--- src/rtl/fractional_rotation_ctrl_if.sv ---
// Key/switch request side and status side of the stepper move controller.
// The controller takes the slave view. The driving logic takes the master view.
interface fractional_rotation_ctrl_if #(
  parameter int CNT_W = 16
) ();
  logic             trigger;
  logic             cont_enable;
  logic             step_pulse;
  logic             step_size;
  logic [1:0]       frac_sel;
  logic [CNT_W-1:0] custom_steps;
  logic             dir_in;
  logic             abort;
  logic             move_active;
  logic             move_dir;
  logic             move_done;
  logic             move_aborted;
  logic             req_pending;
  logic [CNT_W-1:0] steps_done;

  modport master (
    output trigger, cont_enable, step_pulse, step_size,
    output frac_sel, custom_steps, dir_in, abort,
    input  move_active, move_dir, move_done, move_aborted,
    input  req_pending, steps_done
  );

  modport slave (
    input  trigger, cont_enable, step_pulse, step_size,
    input  frac_sel, custom_steps, dir_in, abort,
    output move_active, move_dir, move_done, move_aborted,
    output req_pending, steps_done
  );
endinterface

--- src/rtl/fractional_rotation_ctrl.sv ---
// Fixed-length stepper move controller: quarter/half/full rev or custom count.
// It holds one queued request and supports abort.
module fractional_rotation_ctrl #(
  parameter int STEPS_PER_REV = 200,
  parameter int CNT_W         = 16
) (
  input logic                    clk,
  input logic                    reset_n,
  fractional_rotation_ctrl_if.slave bus
);
  typedef enum logic [1:0] {IDLE, RUN, DONE} state_e;

  localparam logic [CNT_W-1:0] QTR = CNT_W'(STEPS_PER_REV / 4);

  state_e           state_q, state_d;
  logic             trig_prev_q, trig_prev_d;
  logic             armed_q, armed_d;
  logic [CNT_W-1:0] target_q, target_d;
  logic [CNT_W-1:0] steps_q, steps_d;
  logic             dir_q, dir_d;
  logic             active_q, active_d;
  logic             done_q, done_d;
  logic             aborted_q, aborted_d;
  logic             pend_q, pend_d;

  logic             req;
  logic             start;
  logic [CNT_W-1:0] base;
  logic [CNT_W-1:0] new_tgt;
  logic [CNT_W-1:0] steps_inc;

  // A key held low across reset must not look like a fresh press
  assign req = armed_q & trig_prev_q & ~bus.trigger
             & ~bus.cont_enable & ~bus.abort;
  assign start = req
               | (pend_q & ~bus.cont_enable & ~bus.abort);
  assign steps_inc = steps_q + CNT_W'(1);

  always_comb begin
    base = QTR;
    unique case (bus.frac_sel)
      2'b00:   base = QTR;
      2'b01:   base = QTR << 1;
      default: base = QTR << 2;
    endcase
    if (bus.frac_sel == 2'b11)
      new_tgt = bus.custom_steps;
    else if (bus.step_size)
      new_tgt = base;
    else
      new_tgt = base << 1;
  end

  always_comb begin
    state_d     = state_q;
    trig_prev_d = bus.trigger;
    armed_d     = 1'b1;
    target_d    = target_q;
    steps_d     = steps_q;
    dir_d       = dir_q;
    active_d    = active_q;
    done_d      = 1'b0;
    aborted_d   = 1'b0;
    pend_d      = pend_q;
    unique case (state_q)
      IDLE: begin
        if (start) begin
          pend_d = 1'b0;
          if (new_tgt != '0) begin
            state_d  = RUN;
            target_d = new_tgt;
            steps_d  = '0;
            dir_d    = bus.dir_in;
            active_d = 1'b1;
          end
        end else if (bus.abort) begin
          pend_d = 1'b0;
        end
      end
      RUN: begin
        if (bus.abort) begin
          state_d   = IDLE;
          active_d  = 1'b0;
          aborted_d = 1'b1;
          pend_d    = 1'b0;
        end else begin
          if (req) pend_d = 1'b1;
          if (bus.step_pulse) begin
            steps_d = steps_inc;
            if (steps_inc == target_q) begin
              state_d  = DONE;
              active_d = 1'b0;
              done_d   = 1'b1;
            end
          end
        end
      end
      DONE: begin
        state_d = IDLE;
        if (bus.abort) pend_d = 1'b0;
        else if (req)  pend_d = 1'b1;
      end
      default: state_d = IDLE;
    endcase
  end

  always_ff @(posedge clk or negedge reset_n) begin
    if (!reset_n) begin
      state_q     <= IDLE;
      trig_prev_q <= 1'b1;
      armed_q     <= 1'b0;
      target_q    <= '0;
      steps_q     <= '0;
      dir_q       <= 1'b0;
      active_q    <= 1'b0;
      done_q      <= 1'b0;
      aborted_q   <= 1'b0;
      pend_q      <= 1'b0;
    end else begin
      state_q     <= state_d;
      trig_prev_q <= trig_prev_d;
      armed_q     <= armed_d;
      target_q    <= target_d;
      steps_q     <= steps_d;
      dir_q       <= dir_d;
      active_q    <= active_d;
      done_q      <= done_d;
      aborted_q   <= aborted_d;
      pend_q      <= pend_d;
    end
  end

  assign bus.move_active  = active_q;
  assign bus.move_dir     = dir_q;
  assign bus.move_done    = done_q;
  assign bus.move_aborted = aborted_q;
  assign bus.req_pending  = pend_q;
  assign bus.steps_done   = steps_q;
endmodule

--- src/flat_wrapper.sv ---
// flat-port wrapper written by rule: the top's interface ports become plain ports
module fractional_rotation_ctrl_flat 
#(
  parameter int STEPS_PER_REV = 200,
  parameter int CNT_W         = 16
)
  (clk, reset_n, bus_trigger, bus_cont_enable, bus_step_pulse, bus_step_size, bus_frac_sel, bus_custom_steps, bus_dir_in, bus_abort, bus_move_active, bus_move_dir, bus_move_done, bus_move_aborted, bus_req_pending, bus_steps_done);
  fractional_rotation_ctrl_if #(.CNT_W(CNT_W)) bus_i ();
  input logic clk;
  input logic reset_n;
  input wire logic [$bits(bus_i.trigger)-1:0] bus_trigger;
  input wire logic [$bits(bus_i.cont_enable)-1:0] bus_cont_enable;
  input wire logic [$bits(bus_i.step_pulse)-1:0] bus_step_pulse;
  input wire logic [$bits(bus_i.step_size)-1:0] bus_step_size;
  input wire logic [$bits(bus_i.frac_sel)-1:0] bus_frac_sel;
  input wire logic [$bits(bus_i.custom_steps)-1:0] bus_custom_steps;
  input wire logic [$bits(bus_i.dir_in)-1:0] bus_dir_in;
  input wire logic [$bits(bus_i.abort)-1:0] bus_abort;
  output wire logic [$bits(bus_i.move_active)-1:0] bus_move_active;
  output wire logic [$bits(bus_i.move_dir)-1:0] bus_move_dir;
  output wire logic [$bits(bus_i.move_done)-1:0] bus_move_done;
  output wire logic [$bits(bus_i.move_aborted)-1:0] bus_move_aborted;
  output wire logic [$bits(bus_i.req_pending)-1:0] bus_req_pending;
  output wire logic [$bits(bus_i.steps_done)-1:0] bus_steps_done;
  assign bus_i.trigger = bus_trigger;
  assign bus_i.cont_enable = bus_cont_enable;
  assign bus_i.step_pulse = bus_step_pulse;
  assign bus_i.step_size = bus_step_size;
  assign bus_i.frac_sel = bus_frac_sel;
  assign bus_i.custom_steps = bus_custom_steps;
  assign bus_i.dir_in = bus_dir_in;
  assign bus_i.abort = bus_abort;
  assign bus_move_active = bus_i.move_active;
  assign bus_move_dir = bus_i.move_dir;
  assign bus_move_done = bus_i.move_done;
  assign bus_move_aborted = bus_i.move_aborted;
  assign bus_req_pending = bus_i.req_pending;
  assign bus_steps_done = bus_i.steps_done;
  fractional_rotation_ctrl #(.STEPS_PER_REV(STEPS_PER_REV), .CNT_W(CNT_W)) u_core (.clk(clk), .reset_n(reset_n), .bus(bus_i));
endmodule
--- config.mk ---
export PLATFORM = sky130hd
export DESIGN_NAME = fractional_rotation_ctrl_flat
export DESIGN_NICKNAME = d
export VERILOG_FILES = /design/src/rtl/fractional_rotation_ctrl_if.sv /design/src/rtl/fractional_rotation_ctrl.sv /design/src/flat_wrapper.sv
export SDC_FILE = /design/constraint.sdc
export NUM_CORES = 1
export LEC_CHECK = 0
export CORE_ASPECT_RATIO = 0.6
export CORE_UTILIZATION = 34
export DETAILED_ROUTE_END_ITERATION = 12
export GPL_ROUTABILITY_DRIVEN = 0
export PLACE_DENSITY = 0.65
export SETUP_SLACK_MARGIN = 0.1
export SLEW_MARGIN = 10
export SYNTH_ARGS = -nofsm -noshare
export SYNTH_HDL_FRONTEND = slang
export SYNTH_SLANG_ARGS = --single-unit
export TNS_END_PERCENT = 30
--- constraint.sdc ---
create_clock -name clk -period 2.4 [get_ports clk]
set_clock_uncertainty 0.2 [all_clocks]
set_input_delay 0.6 -clock clk [delete_from_list [all_inputs] [get_ports clk]]
set_output_delay 0.6 -clock clk [all_outputs]
set_load 0.1 [all_outputs]
==> results.ini <==
[clock_tree]
clk_latency_ns = 0.28
cts_buffers = 5
cts_max_path_buffers = 2
cts_tree = done
ctsHoldBuffers = 0
clk_pin_slew_ns = 0.06
h-tree-depth = 2
cts_sinks = 41
cts-root-buf = clkbuf_16

[synth]
synthCells = 279
yosysMostFrequentCell = nand2_1
synth_seq_area_share = 0.415
synth_flop_cell = dfrtp_1
yosysWarnings = 0
avgSynthCellArea_um2 = 8.88
synth_area_leaders = dfrtp_1 40%, nand2_1 6.5%, o21ai_0 6.1%
ys_top_cells_by_count = 43 x nand2_1, 40 x dfrtp_1, 30 x o21ai_0, 21 x nor2_1, 13 x xnor2_1
synth_area_mm2 = 0.00248
ys_types = 47
synth_edf_count = 0
ys_ff_latch = 41
yosys.area.top_type = dfrtp_1
synthArstFlopShare = 1.00
synth_nets = 309
yosysTopAreaCellShare = 0.404

[setup_path]
arrival_ns = 2.37
cp.required_ns = 2.36
startpoint_type = input pin
end_kind = register
path_max_fanout = 5
critPathKind = in -> reg

[power]
clock_power_share = 0.271
p_seq_frac = 0.321
p_sw_w = 0.00107
switching_share = 0.366
p_comb_frac = 0.407
vdd_drop_max_uv = 465
leakage_nw = 1.98
powerDensity_mw_per_mm2 = 672
p_int_w = 0.00185

[floorplan]
coreArea_mm2 = 0.00685
core.rowCount = 23
dieArea_mm2 = 0.00764
die_h_um = 68.1
top_level_ports = 47
initial_core_util = 0.362
die_x_um = 112

[status]
failed_checks = DRC, setup timing
status = finished, violations left

[sta]
tns_ns = -0.00358
slew_violations = 0
fin_ws_ns = -0.00358
max_freq_ghz = 0.416
finalHoldViolations = 0
min_period_over_period = 1.00
rsz0062_at_grt = yes
final-setup-viol-count = 1
period_minus_slack_ns = 2.40

[place]
dp_slack_ns = -0.523
place_hpwl_mm = 5.09
port_buffers = 46

[detailed_routing]
dr.pass1.iters = 8
avgViaCountPerCell = 5.22
drc = 4
ant_nets = 0
post_drt_wl_per_cell_um = 16.6
drt_iter0_markers = 132
drt_wl_total_mm = 7.93
num_vias = 2494

[final_layout]
finish.utilization = 0.634
diodes = 0
area.growth.synth_to_final_pct = 75.5
drive_gt1_frac = 0.450
final_nets = 420

[grt]
grt_usage = 0.212
grt_max_degree = 18
grt_pass1_wl_mm = 12.2
grt_pass1_vias = 2373
overflow = 0
antenna_found_initial = 0

[flow_run]
cap_viol_max_count = 0

[worst_hold_path]
hold_class = in -> async

## worst paths after layout
kind	startpoint	end	slack, ns	cells after the start
min reg2reg	u_core.target_q[2]$_DFFE_PN0P_	u_core.target_q[2]$_DFFE_PN0P_	0.30	2
max	bus_custom_steps[10]	u_core.bus.steps_done[9]$_DFFE_PN0P_	-0.004	10
min in group clk	u_core.target_q[2]$_DFFE_PN0P_	u_core.target_q[2]$_DFFE_PN0P_	0.30	2
max in group asynchronous	reset_n	u_core.trig_prev_q$_DFF_PN1_	1.39	2
max reg2reg	u_core.bus.steps_done[0]$_DFFE_PN0P_	u_core.state_q[0]$_DFFE_PN0P_	0.04	11
min	reset_n	u_core.bus.steps_done[3]$_DFFE_PN0P_	0.006	1
## flip-flops by register name, summed over array words and instances, names as in the netlist
signal	count
u_core.bus.req_pending	1
u_core.armed_q	1
u_core.trig_prev_q	1
u_core.bus.move_aborted	1
u_core.bus.move_dir	1
u_core.bus.steps_done	16
u_core.state_q	2
u_core.bus.move_active	1
u_core.bus.move_done	1
u_core.target_q	16
## cells in the final DEF, fill, tap and decap left out, types with 6 or more instances in the layout
cell type	count
nand2_1	38
buf_6	11
inv_1	6
dfrtp_4	12
clkdlybuf4s15_1	6
nor3_1	7
clkbuf_16	6
xor2_1	11
nor2_1	17
buf_4	60
o31ai_2	6
o21ai_1	18
dfrtp_1	24
a21oi_1	11
clkdlybuf4s50_1	7
o21ai_2	7
xnor2_1	12
buf_12	17
o21ai_0	14
## worst max-delay path: stages
cell,delay (ns)
clkdlybuf4s15_1,0.18
or4_4,0.53
nor2_4,0.15
a31oi_4,0.13
o21ai_4,0.23
buf_12,0.14
buf_16,0.12
nor2_1,0.05
o21ai_1,0.15
o31ai_2,0.08
## metrics by stage
stage	area, µm²	power [W]	std cells	hold WS, ns
floorplan	2640	0.00154	279	0.104
global placement	3590	0.00188	445	0.284
detailed placement	3590	0.00192	445	0.295
CTS	4130	0.00283	472	0.0158
global route	4350	0.00306	478	0.0248
finish	4350	0.00292	478	0.00624
## metal layers
metal / GRT usage / routed length (µm) / share of wire / vias to the layer above
met3: 0.0434 / 494 / 0.062 / 12
met1: 0.290 / 3570 / 0.45 / 1182
met5: 0 / 0 / 0 / -
met2: 0.350 / 3760 / 0.47 / 85
li1: - / - / - / 1215
met4: 0.0483 / 104 / 0.013 / 0
## repair_timing
item,in CTS,in global routing
resized for setup,61,55
setup buffers,15,6
setup endpoints to repair,37,37
gates cloned,4,1
pin swaps,22,25
## logic make-up (layout without fill, tap and decap cells)
kind of cell             count (synthesis)  after routing  synth area share
flip-flops                              41             41             0.415
XOR/XNOR                                24             24            0.0849
other                                    1              1           0.00151
multiplexers                             3              3            0.0126
buffers and inverters                   19            131            0.0318
AO/OA/AOI/OAI                           76             76             0.189
AND/OR/NAND/NOR                        111            111             0.245
adder cells (fa/ha/maj)                  4              4            0.0202
## area by class of cell
class	instances	area (µm²)
fill	571	2500
multi-input combinational	219	1680
timing repair buffer	117	1280
sequential	41	1080
clock buffer	7	143
tap	87	109
clock inverter	1	30.0
inverter	6	22.5
## power by group through the flow
stage	Combinational, W	Sequential (W)	Clock [W]
floorplan	0.000457	0.00108	0
global placement	0.000941	0.000938	0
detailed placement	0.000970	0.000947	0
CTS	0.00110	0.000928	0.000797
global route	0.00127	0.000950	0.000836
finish	0.00119	0.000938	0.000793
No activity file was read; power rests on OpenSTA's default activity.
